$ cat config.mk
export PLATFORM = sky130hd
export DESIGN_NAME = pc_fetch_unit
export DESIGN_NICKNAME = d
export VERILOG_FILES = /design/src/rtl/pc_fetch_unit.sv
export SDC_FILE = /design/constraint.sdc
export NUM_CORES = 1
export LEC_CHECK = 0
export BUFFER_PORTS_ARGS = -buffer_cell sky130_fd_sc_hd__buf_4
export CORE_MARGIN = 1
export CORE_UTILIZATION = 45
export DETAILED_ROUTE_END_ITERATION = 8
export PLACE_DENSITY = 0.73
export RECOVER_POWER = 100
export SKIP_LAST_GASP = 1
export SLEW_MARGIN = 20
export SYNTH_ARGS = -nofsm -noshare
export SYNTH_HDL_FRONTEND = slang
export SYNTH_SLANG_ARGS = --single-unit
$ cat constraint.sdc
create_clock -name CLK -period 3.1 [get_ports CLK]
set_input_delay 0.62 -clock CLK [delete_from_list [all_inputs] [get_ports CLK]]
set_output_delay 0.62 -clock CLK [all_outputs]
set_load 0.02 [all_outputs]
$ cat src/rtl/pc_fetch_unit.sv
// Purpose : LEGv8 PC/fetch stage. Holds the PC, fetches over an IMemReq/IMemAck handshake, hands the instruction to decode.
// Latency : instruction visible the cycle after the ack edge; next request issued on the accept edge (no extra bubble).
// Backpress: holds Instruction/Imm26/CurrentPC stable while InstrAccept=0; raises sticky Fault if no ack within TIMEOUT cycles.
//
// Ports:
//   CLK, ResetN                  clock, asynchronous active-low reset
//   IMemReq/IMemAddr             fetch request and address (IMemAddr == CurrentPC)
//   IMemAck/IMemData             memory response strobe and instruction word
//   Instruction/Imm26/InstrValid held instruction, its Imm26 field, and valid flag for decode
//   InstrAccept                  decode/execute retired the held instruction
//   CurrentPC                    PC of the held or in-flight instruction
//   BusImm/Branch/Uncondbranch/Zero  next-PC selection inputs for the held instruction
//   Fault                        sticky fetch-timeout flag
module pc_fetch_unit #(
    parameter logic [63:0] RESET_PC = 64'h0,
    parameter int unsigned TIMEOUT  = 16
) (
    input  logic        CLK,
    input  logic        ResetN,
    output logic        IMemReq,
    output logic [63:0] IMemAddr,
    input  logic        IMemAck,
    input  logic [31:0] IMemData,
    output logic [31:0] Instruction,
    output logic [25:0] Imm26,
    output logic        InstrValid,
    input  logic        InstrAccept,
    output logic [63:0] CurrentPC,
    input  logic [63:0] BusImm,
    input  logic        Branch,
    input  logic        Uncondbranch,
    input  logic        Zero,
    output logic        Fault
);

    // ST_START is the request phase before the request flop has come up:
    // reset leaves the fetcher logically in REQ, but IMemReq only rises on
    // the first edge after ResetN deasserts, and no ack is sampled until then.
    typedef enum logic [1:0] {
        ST_START = 2'd0,
        ST_REQ   = 2'd1,
        ST_HOLD  = 2'd2,
        ST_HALT  = 2'd3
    } state_t;

    localparam logic [15:0] CNT_LAST = 16'(TIMEOUT - 1);

    state_t      state;
    state_t      next_state;
    logic [15:0] timeout_cnt;
    logic [31:0] instr_q;
    logic [63:0] pc_q;
    logic        taken;
    logic [63:0] next_pc;
    logic        ack_seen;
    logic        cnt_expired;

    // Ack only counts while a request is actually outstanding.
    assign ack_seen    = (state == ST_REQ) && IMemAck;
    assign cnt_expired = (timeout_cnt == CNT_LAST);

    // Next-PC selection; both adds wrap modulo 2^64, so a negative BusImm
    // branches backwards and the +4 path wraps from the top of memory to 0.
    assign taken   = Uncondbranch | (Branch & Zero);
    assign next_pc = taken ? (pc_q + BusImm) : (pc_q + 64'd4);

    // ------------------------------------------------------------------
    // State register
    // ------------------------------------------------------------------
    always_ff @(posedge CLK or negedge ResetN) begin
        if (!ResetN) begin
            state <= ST_START;
        end else begin
            state <= next_state;
        end
    end

    // ------------------------------------------------------------------
    // Next-state logic
    // ------------------------------------------------------------------
    always_comb begin
        next_state = state;
        case (state)
            ST_START: next_state = ST_REQ;
            ST_REQ: begin
                // An ack on the final allowed cycle still wins over the timeout.
                if (IMemAck) begin
                    next_state = ST_HOLD;
                end else if (cnt_expired) begin
                    next_state = ST_HALT;
                end
            end
            ST_HOLD: begin
                if (InstrAccept) begin
                    next_state = ST_REQ;
                end
            end
            ST_HALT: next_state = ST_HALT;
            default: next_state = ST_START;
        endcase
    end

    // ------------------------------------------------------------------
    // Output decode
    // ------------------------------------------------------------------
    always_comb begin
        IMemReq    = 1'b0;
        InstrValid = 1'b0;
        Fault      = 1'b0;
        case (state)
            ST_REQ:  IMemReq    = 1'b1;
            ST_HOLD: InstrValid = 1'b1;
            ST_HALT: Fault      = 1'b1;   // sticky: HALT exits only through reset
            default: ;
        endcase
    end

    // ------------------------------------------------------------------
    // Datapath registers: timeout counter, instruction, PC
    // ------------------------------------------------------------------
    always_ff @(posedge CLK or negedge ResetN) begin
        if (!ResetN) begin
            timeout_cnt <= 16'd0;
        end else if (state == ST_REQ && !IMemAck && !cnt_expired) begin
            timeout_cnt <= timeout_cnt + 16'd1;
        end else begin
            timeout_cnt <= 16'd0;
        end
    end

    always_ff @(posedge CLK or negedge ResetN) begin
        if (!ResetN) begin
            instr_q <= 32'h0;
        end else if (ack_seen) begin
            instr_q <= IMemData;
        end
    end

    always_ff @(posedge CLK or negedge ResetN) begin
        if (!ResetN) begin
            pc_q <= RESET_PC;
        end else if (state == ST_HOLD && InstrAccept) begin
            pc_q <= next_pc;
        end
    end

    assign Instruction = instr_q;
    assign Imm26       = instr_q[25:0];
    assign CurrentPC   = pc_q;
    assign IMemAddr    = pc_q;

endmodule

==> impl_metrics.json <==
{
  "whs_ns": 0.429,
  "synth_cell_types": 79,
  "met3_length_mm": 2.53,
  "worst_path_max_delay_cell": "dfrtp_1",
  "synth.top_cell.area_share_pct": 27.6,
  "core-area_um2": 22600,
  "path_cells": "ha_4 -> fa_2 -> a21o_1 -> a31oi_4 -> o21ai_4 -> buf_6 -> a21boi_4 -> o221ai_4 -> a221oi_4 -> o221a_4 -> nor4_4 -> mux2_4 -> o22ai_2",
  "ff_latch_area_um2": 2850,
  "cts-root-buf": "clkbuf_16",
  "grt_pass1_vias": 10600,
  "status": "completed",
  "clock_skew_ns": 0.0139,
  "drtAntennaViolNets": 0,
  "dp_slack_ns": -0.585,
  "worst_ir_drop_vdd_v": 0.000614,
  "cts_tree": "done",
  "die_area_um2": 23600,
  "power_leakage_nw": 6.67,
  "crit_fanout": 4,
  "path_clk_slew_ns": 0.06,
  "synth_edf_count": 0,
  "max_freq_ghz": 0.325,
  "cpPeakStageDelay_ns": 0.40,
  "start_util_pct": 45.7,
  "numPortBuffers": 291,
  "num_rows": 55,
  "clockBufferDepth": 2,
  "dp_hpwl_mm": 27.3,
  "critPathKind": "reg2reg",
  "yosysTopAreaCell": "dfrtp_1",
  "reg2reg_from": "CurrentPC[0]",
  "holdBufCountCts": 0,
  "antenna_found_initial": 1,
  "min_period_ns": 3.08,
  "drt-vias-per-instance": 5.76,
  "final_nets": 1847,
  "cp-start-kind": "flip-flop",
  "r2r-end": "CurrentPC[60]",
  "slew_headroom_pct": 6.78,
  "setup_viol": 0,
  "synth.most_common_cell": "a21oi_1",
  "hp-class": "in2reg",
  "reg2regPathDepth": 13,
  "multiInputGateArea_um2": 6800,
  "rsz0062_at_grt": "yes",
  "critical_path.startpoint": "CurrentPC[0]",
  "boundaryPins": 292,
  "n_fill_cell": 1926,
  "drv_slew": 0,
  "synth-async-reset-ratio_pct": 100,
  "synthTopCellsByArea": "dfrtp_1, a21oi_1, ha_1, buf_4, o21ai_0",
  "synthFlopType": "dfrtp_1",
  "area_growth_pct": 40.6,
  "holdPathEnd": "Instruction[14]",
  "drc": 0,
  "crit_arrival_ns": 3.41,
  "die_y_um": 153,
  "grt_pass1_wl_mm": 55.3,
  "fin_tns_setup_ns": 0,
  "post-route-util_pct": 64.3,
  "powerDensity_nw_per_um2": 1180,
  "die_width_um": 153,
  "clkSinkCount": 114,
  "ys_seq_elements": 114,
  "vias": 11400,
  "avgRoutedWirePerCell_um": 18.3,
  "top_layer_used": "met4",
  "worst_pin_slew_ns": 1.40,
  "wl_met1_mm": 15.5,
  "grt_max_degree": 65,
  "endpoint_kind": "flip-flop",
  "wl_met2_mm": 17.2,
  "htreeDepth": 4,
  "finalHoldViolations": 0,
  "initialDrtViolationCount": 986,
  "drive_above_1_share_pct": 37.0,
  "syn_area_per_cell_um2": 7.96,
  "grt.total_usage_pct": 29.5,
  "place_area_um2": 13600,
  "synth.top_cells.by_count": "a21oi_1, dfrtp_1, nand2_1, o21ai_0, nor2_1",
  "power.total_mw": 17.1,
  "worstHoldPathCells": 2,
  "place_congestion": 0.973,
  "final_area_um2": 14500,
  "synth_nets": 1466,
  "wl_mm": 36.1,
  "drt_first_pass_iters": 5,
  "reg2reg_slack_ns": 0.02,
  "min_period_over_period_pct": 99.3,
  "dp.cells": 1930,
  "critPathRequiredTime_ns": 3.44,
  "hold_path.startpoint": "IMemData[14]",
  "fin_cells": 1977,
  "grt_remaining_overflow": 0,
  "setup_slack_ns": 0.0231,
  "drv_cap": 0,
  "synth_cells": 1297,
  "worstSkewPairLatency_ns": 0.43,
  "yosysWarnings": 0,
  "cts_buffers": 17,
  "synth-seq-area-share_pct": 27.6,
  "netlist_area_um2": 10300
}
## report_power, final
group / internal (mW) / switching, mW / leakage [nW]
clock network: 1.27 / 0.789 / 0.284
registers: 2.13 / 0.577 / 1.37
logic: 5.54 / 6.82 / 5.02
total: 8.94 / 8.18 / 6.67
## flip-flops by register name (all words and copies together), names as in the netlist
register,cells
CurrentPC,64
Instruction,32
timeout_cnt,16
state,2
## how the worst max path moves through the flow
stage	endpoint	depth (start not counted)	slack [ns]
floorplan	CurrentPC[52]	12	-0.03
detailed placement	CurrentPC[58]	13	-0.58
global route	CurrentPC[56]	13	-0.15
CTS	CurrentPC[58]	12	-0.04
global placement	CurrentPC[58]	13	-0.51
finish	CurrentPC[60]	13	0.02
## final cells by class
cell class                 count  share of cell area [%]
multi-input combinational    996                    46.8
sequential                   114                    19.6
clock inverter                14                    1.22
antenna                        1                  0.0172
clock buffer                  18                    2.96
tap                          285                    2.46
inverter                      30                   0.776
timing repair buffer         519                    26.1
## worst max-delay path, delay by kind of cell, from the launching register on
family | cells | cell delay [ns]
adders and majority gates | 2 | 0.51
muxes | 1 | 0.30
AOI/OAI and AO/OA | 8 | 1.56
buffers and inverters | 1 | 0.14
and+or+nand+nor | 1 | 0.06
DFF | 1 | 0.40
## cell usage in the layout, fill, tap and decap left out, types with 11 or more instances in the layout
| cell | instances |
|---|---|
| nor2_1 | 90 |
| o21bai_1 | 12 |
| clkbuf_16 | 17 |
| clkbuf_1 | 31 |
| and3_1 | 15 |
| nand4_1 | 40 |
| mux2_2 | 32 |
| nor3_1 | 29 |
| xnor2_1 | 42 |
| o22ai_1 | 18 |
| or3_1 | 11 |
| a21o_1 | 35 |
| nand3_1 | 48 |
| a21oi_1 | 167 |
| buf_4 | 485 |
| xor2_1 | 23 |
| o21ai_0 | 92 |
| ha_1 | 56 |
| nand2_1 | 109 |
| dfrtp_1 | 114 |
| inv_1 | 30 |
## timing repair
item | CTS | global route
resized for setup | 19 | 41
gates cloned | 0 | 0
pin swaps | 22 | 43
buffers inserted | 8 | 6
endpoints found under the setup margin | 15 | 25
## kinds of logic after synthesis
| group | count (synthesis) | share of synthesized area (%) |
|---|---|---|
| buf+inv | 187 | 10.2 |
| compound gates | 429 | 25.8 |
| mux | 37 | 4.05 |
| xor+xnor | 67 | 5.68 |
| fa+ha+maj | 66 | 8.07 |
| simple gates | 397 | 18.6 |
| flops | 114 | 27.6 |
## metal layers
layer  vias up  GRT usage (%)
met3        68           4.22
met5         -              0
met4         0           10.3
met1      5376           38.7
met2       522           49.2
li1       5417              -
No activity file was read; power rests on OpenSTA's default activity.
